## config.mk

```make
export PLATFORM = sky130hd
export DESIGN_NAME = hsv_code_decoder
export DESIGN_NICKNAME = d
export VERILOG_FILES = /design/src/rtl/hsv_code_pkg.sv /design/src/rtl/hsv_sector_mix.sv /design/src/rtl/hsv_code_decoder.sv
export SDC_FILE = /design/constraint.sdc
export NUM_CORES = 1
export LEC_CHECK = 0
export BUFFER_PORTS_ARGS = -buffer_cell sky130_fd_sc_hd__clkbuf_2
export CORE_ASPECT_RATIO = 1.75
export CORE_UTILIZATION = 57
export DETAILED_ROUTE_END_ITERATION = 7
export PLACE_DENSITY = 0.82
export SYNTH_ARGS = -nofsm -noshare
export SYNTH_HDL_FRONTEND = slang
export SYNTH_SLANG_ARGS = --single-unit
```

## constraint.sdc

```tcl
create_clock -name clk -period 3.8 [get_ports clk]
set_clock_uncertainty 0.15 [all_clocks]
set_input_delay 0.76 -clock clk [delete_from_list [all_inputs] [get_ports clk]]
set_output_delay 0.76 -clock clk [all_outputs]
set_load 0.05 [all_outputs]
```

## src/rtl/hsv_code_pkg.sv

```systemverilog
// Shared widths, sector encoding and small arithmetic helpers for the
// quantized-HSV to RGB decode path.
package hsv_code_pkg;

    localparam int H_BITS = 3;
    localparam int S_BITS = 2;
    localparam int V_BITS = 2;
    localparam int CODE_W = H_BITS + S_BITS + V_BITS;
    localparam int RGB_W  = 24;
    localparam int CH_W   = 8;
    localparam int H6_W   = 11;

    typedef logic [CH_W-1:0] chan_t;
    typedef logic [2:0]      sector_t;

    localparam sector_t SECT_0 = 3'd0;
    localparam sector_t SECT_1 = 3'd1;
    localparam sector_t SECT_2 = 3'd2;
    localparam sector_t SECT_3 = 3'd3;
    localparam sector_t SECT_4 = 3'd4;
    localparam sector_t SECT_5 = 3'd5;

    // Hue keeps 3 bits; the midpoint of the dropped range is 1 followed by 0s.
    function automatic chan_t expand_h(input logic [H_BITS-1:0] h, input bit mid);
        return {h, mid, 4'b0000};
    endfunction

    // Saturation and value keep 2 bits each.
    function automatic chan_t expand_sv(input logic [S_BITS-1:0] x, input bit mid);
        return {x, mid, 5'b00000};
    endfunction

    // 8x8 unsigned product, truncated back to 8 bits (>>8, no rounding).
    function automatic chan_t scale(input chan_t a, input chan_t b);
        logic [2*CH_W-1:0] prod;
        prod = (2*CH_W)'(a) * (2*CH_W)'(b);
        return prod[2*CH_W-1:CH_W];
    endfunction

endpackage

```

## src/rtl/hsv_sector_mix.sv

```systemverilog
// Routes V/p/q/t onto the R, G and B channels according to the hue sector.
module hsv_sector_mix
    import hsv_code_pkg::*;
(
    input  chan_t             v_i,
    input  chan_t             p_i,
    input  chan_t             q_i,
    input  chan_t             t_i,
    input  sector_t           sector_i,
    output logic [RGB_W-1:0]  rgb_o
);

    // Per-sector channel assignment; sectors 6 and 7 cannot occur and map to grey.
    always_comb begin
        // NOTE: default assigned first so every path drives rgb_o and no latch is inferred.
        rgb_o = {v_i, v_i, v_i};
        case (sector_i)
            SECT_0:  rgb_o = {v_i, t_i, p_i};
            SECT_1:  rgb_o = {q_i, v_i, p_i};
            SECT_2:  rgb_o = {p_i, v_i, t_i};
            SECT_3:  rgb_o = {p_i, q_i, v_i};
            SECT_4:  rgb_o = {t_i, p_i, v_i};
            SECT_5:  rgb_o = {v_i, p_i, q_i};
            default: rgb_o = {v_i, v_i, v_i};
        endcase
    end

endmodule

```

## src/rtl/hsv_code_decoder.sv

```systemverilog
// Re-expands 7-bit quantized HSV codes and converts them to 24-bit RGB in a
// three-stage pipeline with valid/ready flow control on both sides. The
// whole pipeline advances together whenever the output slot is free or
// being drained, so there are no internal bubbles collapsed and nothing lost.
module hsv_code_decoder
    import hsv_code_pkg::*;
#(
    parameter bit MIDPOINT_FILL = 1'b1
) (
    input  logic              clk,
    input  logic              reset,
    input  logic [CODE_W-1:0] in_code,
    input  logic              in_sof,
    input  logic              in_valid,
    output logic              in_ready,
    output logic [RGB_W-1:0]  out_rgb,
    output logic              out_sof,
    output logic              out_valid,
    input  logic              out_ready
);

    logic en;

    // Stage 1: expanded S/V and h6 = H*6 (sector in the top 3 bits, fraction below).
    logic            s1_valid_q, s1_sof_q;
    chan_t           s1_s_q, s1_v_q;
    logic [H6_W-1:0] s1_h6_q;
    chan_t           s1_s_d, s1_v_d, h_exp;
    logic [H6_W-1:0] s1_h6_d;

    // Stage 2: V, sector and the three first-level products.
    logic            s2_valid_q, s2_sof_q;
    chan_t           s2_v_q, s2_p_q, s2_sf_q, s2_sg_q;
    sector_t         s2_sector_q;
    chan_t           s2_p_d, s2_sf_d, s2_sg_d, f_frac;
    sector_t         s2_sector_d;

    // Stage 3: final RGB.
    logic            s3_valid_q, s3_sof_q;
    logic [RGB_W-1:0] s3_rgb_q;
    logic [RGB_W-1:0] s3_rgb_d;
    chan_t           q_d, t_d;

    assign en       = !s3_valid_q || out_ready;
    assign in_ready = en;

    // Stage 1 next state: fill the dropped low bits and pre-multiply the hue.
    always_comb begin
        h_exp   = expand_h(in_code[CODE_W-1 -: H_BITS], MIDPOINT_FILL);
        s1_s_d  = expand_sv(in_code[V_BITS +: S_BITS], MIDPOINT_FILL);
        s1_v_d  = expand_sv(in_code[0 +: V_BITS], MIDPOINT_FILL);
        s1_h6_d = H6_W'(h_exp) * H6_W'(6);
    end

    // Stage 1 register: captures a new code (or a bubble) whenever the pipe advances.
    always_ff @(posedge clk or negedge reset) begin
        // NOTE: datapath registers are reset as well so out_rgb reads 0 out of reset.
        if (!reset) begin
            s1_valid_q <= 1'b0;
            s1_sof_q   <= 1'b0;
            s1_s_q     <= '0;
            s1_v_q     <= '0;
            s1_h6_q    <= '0;
        end else if (en) begin
            // NOTE: non-blocking assignments so every stage samples the pre-edge values.
            s1_valid_q <= in_valid;
            s1_sof_q   <= in_sof && in_valid;
            s1_s_q     <= s1_s_d;
            s1_v_q     <= s1_v_d;
            s1_h6_q    <= s1_h6_d;
        end
    end

    // Stage 2 next state: split h6 into sector/fraction and form p, S*f, S*(1-f).
    always_comb begin
        s2_sector_d = s1_h6_q[H6_W-1 -: 3];
        f_frac      = s1_h6_q[CH_W-1:0];
        s2_p_d      = scale(s1_v_q, 8'd255 - s1_s_q);
        s2_sf_d     = scale(s1_s_q, f_frac);
        s2_sg_d     = scale(s1_s_q, 8'd255 - f_frac);
    end

    // Stage 2 register.
    always_ff @(posedge clk or negedge reset) begin
        if (!reset) begin
            s2_valid_q  <= 1'b0;
            s2_sof_q    <= 1'b0;
            s2_v_q      <= '0;
            s2_p_q      <= '0;
            s2_sf_q     <= '0;
            s2_sg_q     <= '0;
            s2_sector_q <= SECT_0;
        end else if (en) begin
            s2_valid_q  <= s1_valid_q;
            s2_sof_q    <= s1_sof_q;
            s2_v_q      <= s1_v_q;
            s2_p_q      <= s2_p_d;
            s2_sf_q     <= s2_sf_d;
            s2_sg_q     <= s2_sg_d;
            s2_sector_q <= s2_sector_d;
        end
    end

    // Stage 3 next state: falling (q) and rising (t) ramps of the sector.
    always_comb begin
        q_d = scale(s2_v_q, 8'd255 - s2_sf_q);
        t_d = scale(s2_v_q, 8'd255 - s2_sg_q);
    end

    hsv_sector_mix u_mix (
        .v_i      (s2_v_q),
        .p_i      (s2_p_q),
        .q_i      (q_d),
        .t_i      (t_d),
        .sector_i (s2_sector_q),
        .rgb_o    (s3_rgb_d)
    );

    // Stage 3 register: output slot, held while downstream stalls.
    always_ff @(posedge clk or negedge reset) begin
        if (!reset) begin
            s3_valid_q <= 1'b0;
            s3_sof_q   <= 1'b0;
            s3_rgb_q   <= '0;
        end else if (en) begin
            s3_valid_q <= s2_valid_q;
            s3_sof_q   <= s2_sof_q;
            s3_rgb_q   <= s3_rgb_d;
        end
    end

    assign out_valid = s3_valid_q;
    assign out_sof   = s3_sof_q;
    assign out_rgb   = s3_rgb_q;

endmodule

```

== Yosys cells after proc, flatten, opt, wreduce, memory -nomap -nowiden ==
Index checks and enable logic that the tools add are counted.
Word-level totals
  register bits: 70
  word-level logic and storage cells: 35
Cells by class
  $add $sub $neg: 4
  $mul: 6
  eq/ne operators: 5
  mux-type cells: 1
  reductions and logical operators: 4
Operators with widths (count)
  $pmux 24 s6: 1
  $mul 3x8->11: 4
  $sub 8x8->8 const A: 4
  $eq 3x2->1 const B: 2
  $eq 3x3->1 const B: 2
  $mul 3x3->6: 1
  $mul 4x2->6 const B: 1
  $eq 3x1->1 const B: 1
  $logic_not 3->1: 1
  $logic_and 1x1->1: 1
  $logic_not 1->1: 1
  $logic_or 1x1->1: 1

== Logic depth before layout (Yosys ltp) ==
  depth in word-level cells: 3
  depth in mapped cells: 12
  mapped depth without buffers: 11

== Modules after synthesis ==
Synthesis repeated with hierarchy kept, for this count alone.
Second synthesis, totals
  cell total of the unflattened synthesis: 717
  area, all modules: 6035.8 um^2
By module, submodules not included
  hsv_code_decoder: times used 1, cells each 568, area each 4983.5 um^2
  hsv_sector_mix: times used 1, cells each 149, area each 1052.3 um^2

== Worst setup path after synthesis ==
No wires, ideal clock.
  path kind: reg-to-reg
  start point: reg s2_v_q[7]
  end point: reg s3_rgb_q[22], in the netlist out_rgb[22]
  library setup time: 0.066 ns
  arrival time: 3.200 ns
  path slack: 0.384 ns
  cell stages (with the launch flop): 13
  buffers on the path: 2
  clock period less this slack: 3.416 ns
  cell sequence: dfrtp_1 clkbuf_1 clkbuf_1 nand2b_1 fa_1 inv_1 ha_1 and4b_1 a32o_1 o221ai_1 mux2_4 a21oi_1 o22a_1
On the way
  word-level cells in the longest chain between the ends: 2
  elaborated cells on any way between the ends: 3
Ends and longest elaborated chain
  start, declared: RTL line hsv_code_decoder.sv:33  | chan_t s2_v_q, s2_p_q, s2_sf_q, s2_sg_q;
  start signal, assigned: RTL line hsv_code_decoder.sv:96  | s2_v_q <= s1_v_q;
  $mul 3x8->11: RTL line hsv_code_pkg.sv:36  | prod = (2*CH_W)'(a) * (2*CH_W)'(b);
  $pmux 24 s6 (*): RTL line hsv_sector_mix.sv:17  | case (sector_i)
  end signal, assigned: RTL line hsv_code_decoder.sv:128  | s3_rgb_q <= s3_rgb_d;
  end, declared: RTL line hsv_code_decoder.sv:40  | logic [RGB_W-1:0] s3_rgb_q;
Mark *: on every way between the ends. The rest lies on a longest branch, timed or not.
A chain may end at the register's enable or synchronous reset.

== Worst setup path in the final report ==
  start point: reg s2_v_q[5]
  end point: reg s3_rgb_q[12], in the netlist out_rgb[12]
Same word-level chain as after synthesis.

==> impl_metrics.ini <==
[drt]
detail_route.wirelength_um = 13000
route.detailed.wl_per_inst_um = 16.4
drtIter0Drc = 250
detail-route-antenna-nets = 0
route.vias.total = 4700
drcViolationCount = 0
dr.pass1.iters = 5
via_density = 5.90

[die]
floorplan.rows = 47
die-area_um2 = 10200
floorplan.core_area_um2 = 9470
initial_utilization_pct = 58.7
chipHeight_um = 133
floorplan.io_pins = 39
die_outline_width_um = 76.7

[place]
gp_congestion = 0.920
hpwl_um = 9990
placement.io_buffers = 38

[worst_setup_path]
rr_worst_depth = 9
criticalPathCategory = flip-flop to flip-flop
worst_ep_arrival_time_ps = 3580
rr_startpoint = s2_v_q[5]
timing.critical_path.slowest_cell_delay_ps = 810
timing.critical_path.from_type = flip-flop
critPathLaunch = s2_v_q[5]
crit-reg2reg-capture = out_rgb[12]
critical_path.cell_chain = nor2b_1 -> fa_1 -> ha_1 -> nand4_1 -> a211oi_1 -> a21oi_1 -> xor2_1 -> a2bb2oi_1 -> o221ai_1
worst-endpoint-required_ps = 3840
worst_setup_path_endpoint = out_rgb[12]
cp-end-kind = flip-flop
largest_fanout_on_the_critical_path = 24
setup.reg_to_reg.worst_slack_ps = 260
crit_slowest_cell = sky130_fd_sc_hd__dfrtp_1

[job]
drv.max_cap_violation_count = 0

[clock_network]
postCtsResizedCells = 0
cts_sinks = 67
postCtsSetupBuffers = 0
worst_skew_pair_later_pin_latency_ps = 340
cts_htree_levels = 3
cts.root.buffer_cell = sky130_fd_sc_hd__clkbuf_16
clkSlewWorstSetupHoldPaths_ps = 60
tritoncts = built
cts_buffers = 9
cts_hold_repair.buffers = 0
clk_path_buf_depth = 2

[yosys]
synth-warning-count = 0
async_reset_ff_share_pct = 100
postSynthNetCount = 728
synth.avg_cell_area_um2 = 8.63
postSynthRegisterBits = 67
number_of_enable_type_register_cells_in_the_synthesized_netlist = 0
number_of_library_cell_types_mapped_by_synthesis = 59
syn_area_um2 = 5560
synthCells = 644
synth_ff_type = sky130_fd_sc_hd__dfrtp_1
synth-seq-area-share_pct = 30.2

[cells_and_area]
mostFrequentLayoutCells = 86 x sky130_fd_sc_hd__nand2_1, 66 x sky130_fd_sc_hd__dfrtp_1, 48 x sky130_fd_sc_hd__nor2_1, 44 x sky130_fd_sc_hd__nand2b_1
antenna_cells_inserted = 0
drive_above_1_share_pct = 11.3
syn_to_final_growth_pct = 11.1
layout_commonest_cell = sky130_fd_sc_hd__nand2_1
finish.net_count = 754

[grt]
grt_use_total_pct = 27.4
pin_count_of_the_biggest_net_entering_global_routing = 62
grt_first_pass_wirelength_um = 21800
grt_overflow_total = 0
antenna_violations_before_repair = 0
first_global_vias = 4707

[sta]
sum_neg_setup_slack_ps = 0
rsz0062_at_grt = false
fmax_mhz = 283
setup_violations = 0
final_hold_fails = 0
slew_headroom_pct = 50.9
post-route-period-util_pct = 93.1
fin_crit_ps = 3540
timing_max_transition_violations_final = 0
tightestPinTransition_ps = 737

[worst_hold_path]
min-delay-path-class = flip-flop to flip-flop

[run_status]
run_status = finished, final reports clean
-- worst max-delay path, delay by kind of cell (launching register included) --
family | cells | cell delay (ps)
AND/OR/NAND/NOR | 2 | 350
flip-flops | 1 | 810
AO/OA/AOI/OAI | 4 | 940
XOR/XNOR | 1 | 380
adder cells (fa/ha/maj) | 2 | 770
-- cell usage after synthesis (all sizes together) (3+ instances only) --
library cell / number / area (um^2)
a211oi: 6 / 45.0
a21oi: 43 / 215
a221oi: 7 / 61.3
a31oi: 10 / 62.6
and2: 9 / 56.3
buf: 12 / 48.8
clkbuf: 21 / 78.8
dfrtp: 67 / 1680
fa: 29 / 581
ha: 43 / 538
inv: 35 / 131
mux2: 5 / 60.1
nand2: 86 / 323
nand2b: 44 / 275
nand3: 9 / 45.0
nand4b: 4 / 35.0
nor2: 48 / 180
nor2b: 30 / 188
nor3: 9 / 45.0
nor3b: 3 / 22.5
o211ai: 3 / 22.5
o21a: 17 / 128
o21ai: 32 / 160
o21bai: 4 / 30.0
o221ai: 4 / 35.0
o22a: 4 / 35.0
o311ai: 3 / 26.3
o31ai: 4 / 30.0
or2: 3 / 18.8
or3: 5 / 31.3
xnor2: 7 / 61.3
xor2: 8 / 70.1
-- per-stage QoR --
stage | setup WS (ps) | hold slack [ps] | cells | util (%) | cell area, um^2
after floorplan | 384 | 280 | 644 | - | 5560
after global placement | 355 | 290 | 781 | 61.9 | 5860
after detailed placement | 293 | 299 | 781 | 61.9 | 5860
after CTS | 253 | 312 | 797 | 65.2 | 6170
after global routing | 17.2 | 346 | 797 | 65.2 | 6180
final | 261 | 316 | 797 | 65.2 | 6180
-- area by class of cell --
class | count | area (um^2)
clock buffer | 10 | 229
clock inverter | 6 | 87.6
fill | 786 | 3290
inverter | 36 | 135
multi-input combinational | 508 | 3630
sequential | 67 | 1680
tap | 122 | 153
timing repair buffer | 48 | 265
-- registers in the layout, indices dropped and copies added, names as in the netlist, 2 cells and up --
| name | flops |
|---|---|
| out_rgb | 24 |
| s2_sg_q | 8 |
| s2_sector_q | 3 |
| s2_p_q | 8 |
| s2_v_q | 3 |
| s1_s_q | 2 |
| s2_sf_q | 5 |
| s1_h6_q | 6 |
| s1_v_q | 2 |
-- layer usage --
layer | wire (um) | track usage (%)
met3 | 405 | 3.17
met4 | 932 | 22.8
met2 | 6830 | 48.7
met5 | 0 | 0
met1 | 4870 | 28.2
-- logic make-up after synthesis --
logic type      Yosys count  share of synthesized area [%]
simple gates            261                           23.4
compound gates          152                           17.7
fa+ha+maj                72                           20.1
buf+inv                  69                           4.73
flops                    67                           30.2
xor+xnor                 15                           2.36
mux                       7                           1.44
other cells               1                         0.0674
-- worst min path at each step --
| stage | startpoint | end | slack (ps) | cells past startpoint |
|---|---|---|---|---|
| after global placement | s2_valid_q | s2_valid_q | 290 | 2 |
| after detailed placement | s2_valid_q | s2_valid_q | 300 | 2 |
| after global routing | s2_valid_q | out_valid | 350 | 1 |
| after CTS | s2_valid_q | s2_valid_q | 310 | 2 |
| after floorplan | s2_valid_q | s2_valid_q | 280 | 2 |
| final | s2_valid_q | s2_valid_q | 320 | 2 |
Power is not shown: default switching activity piles up to over one toggle a cycle in this logic, so the estimate is an artifact.
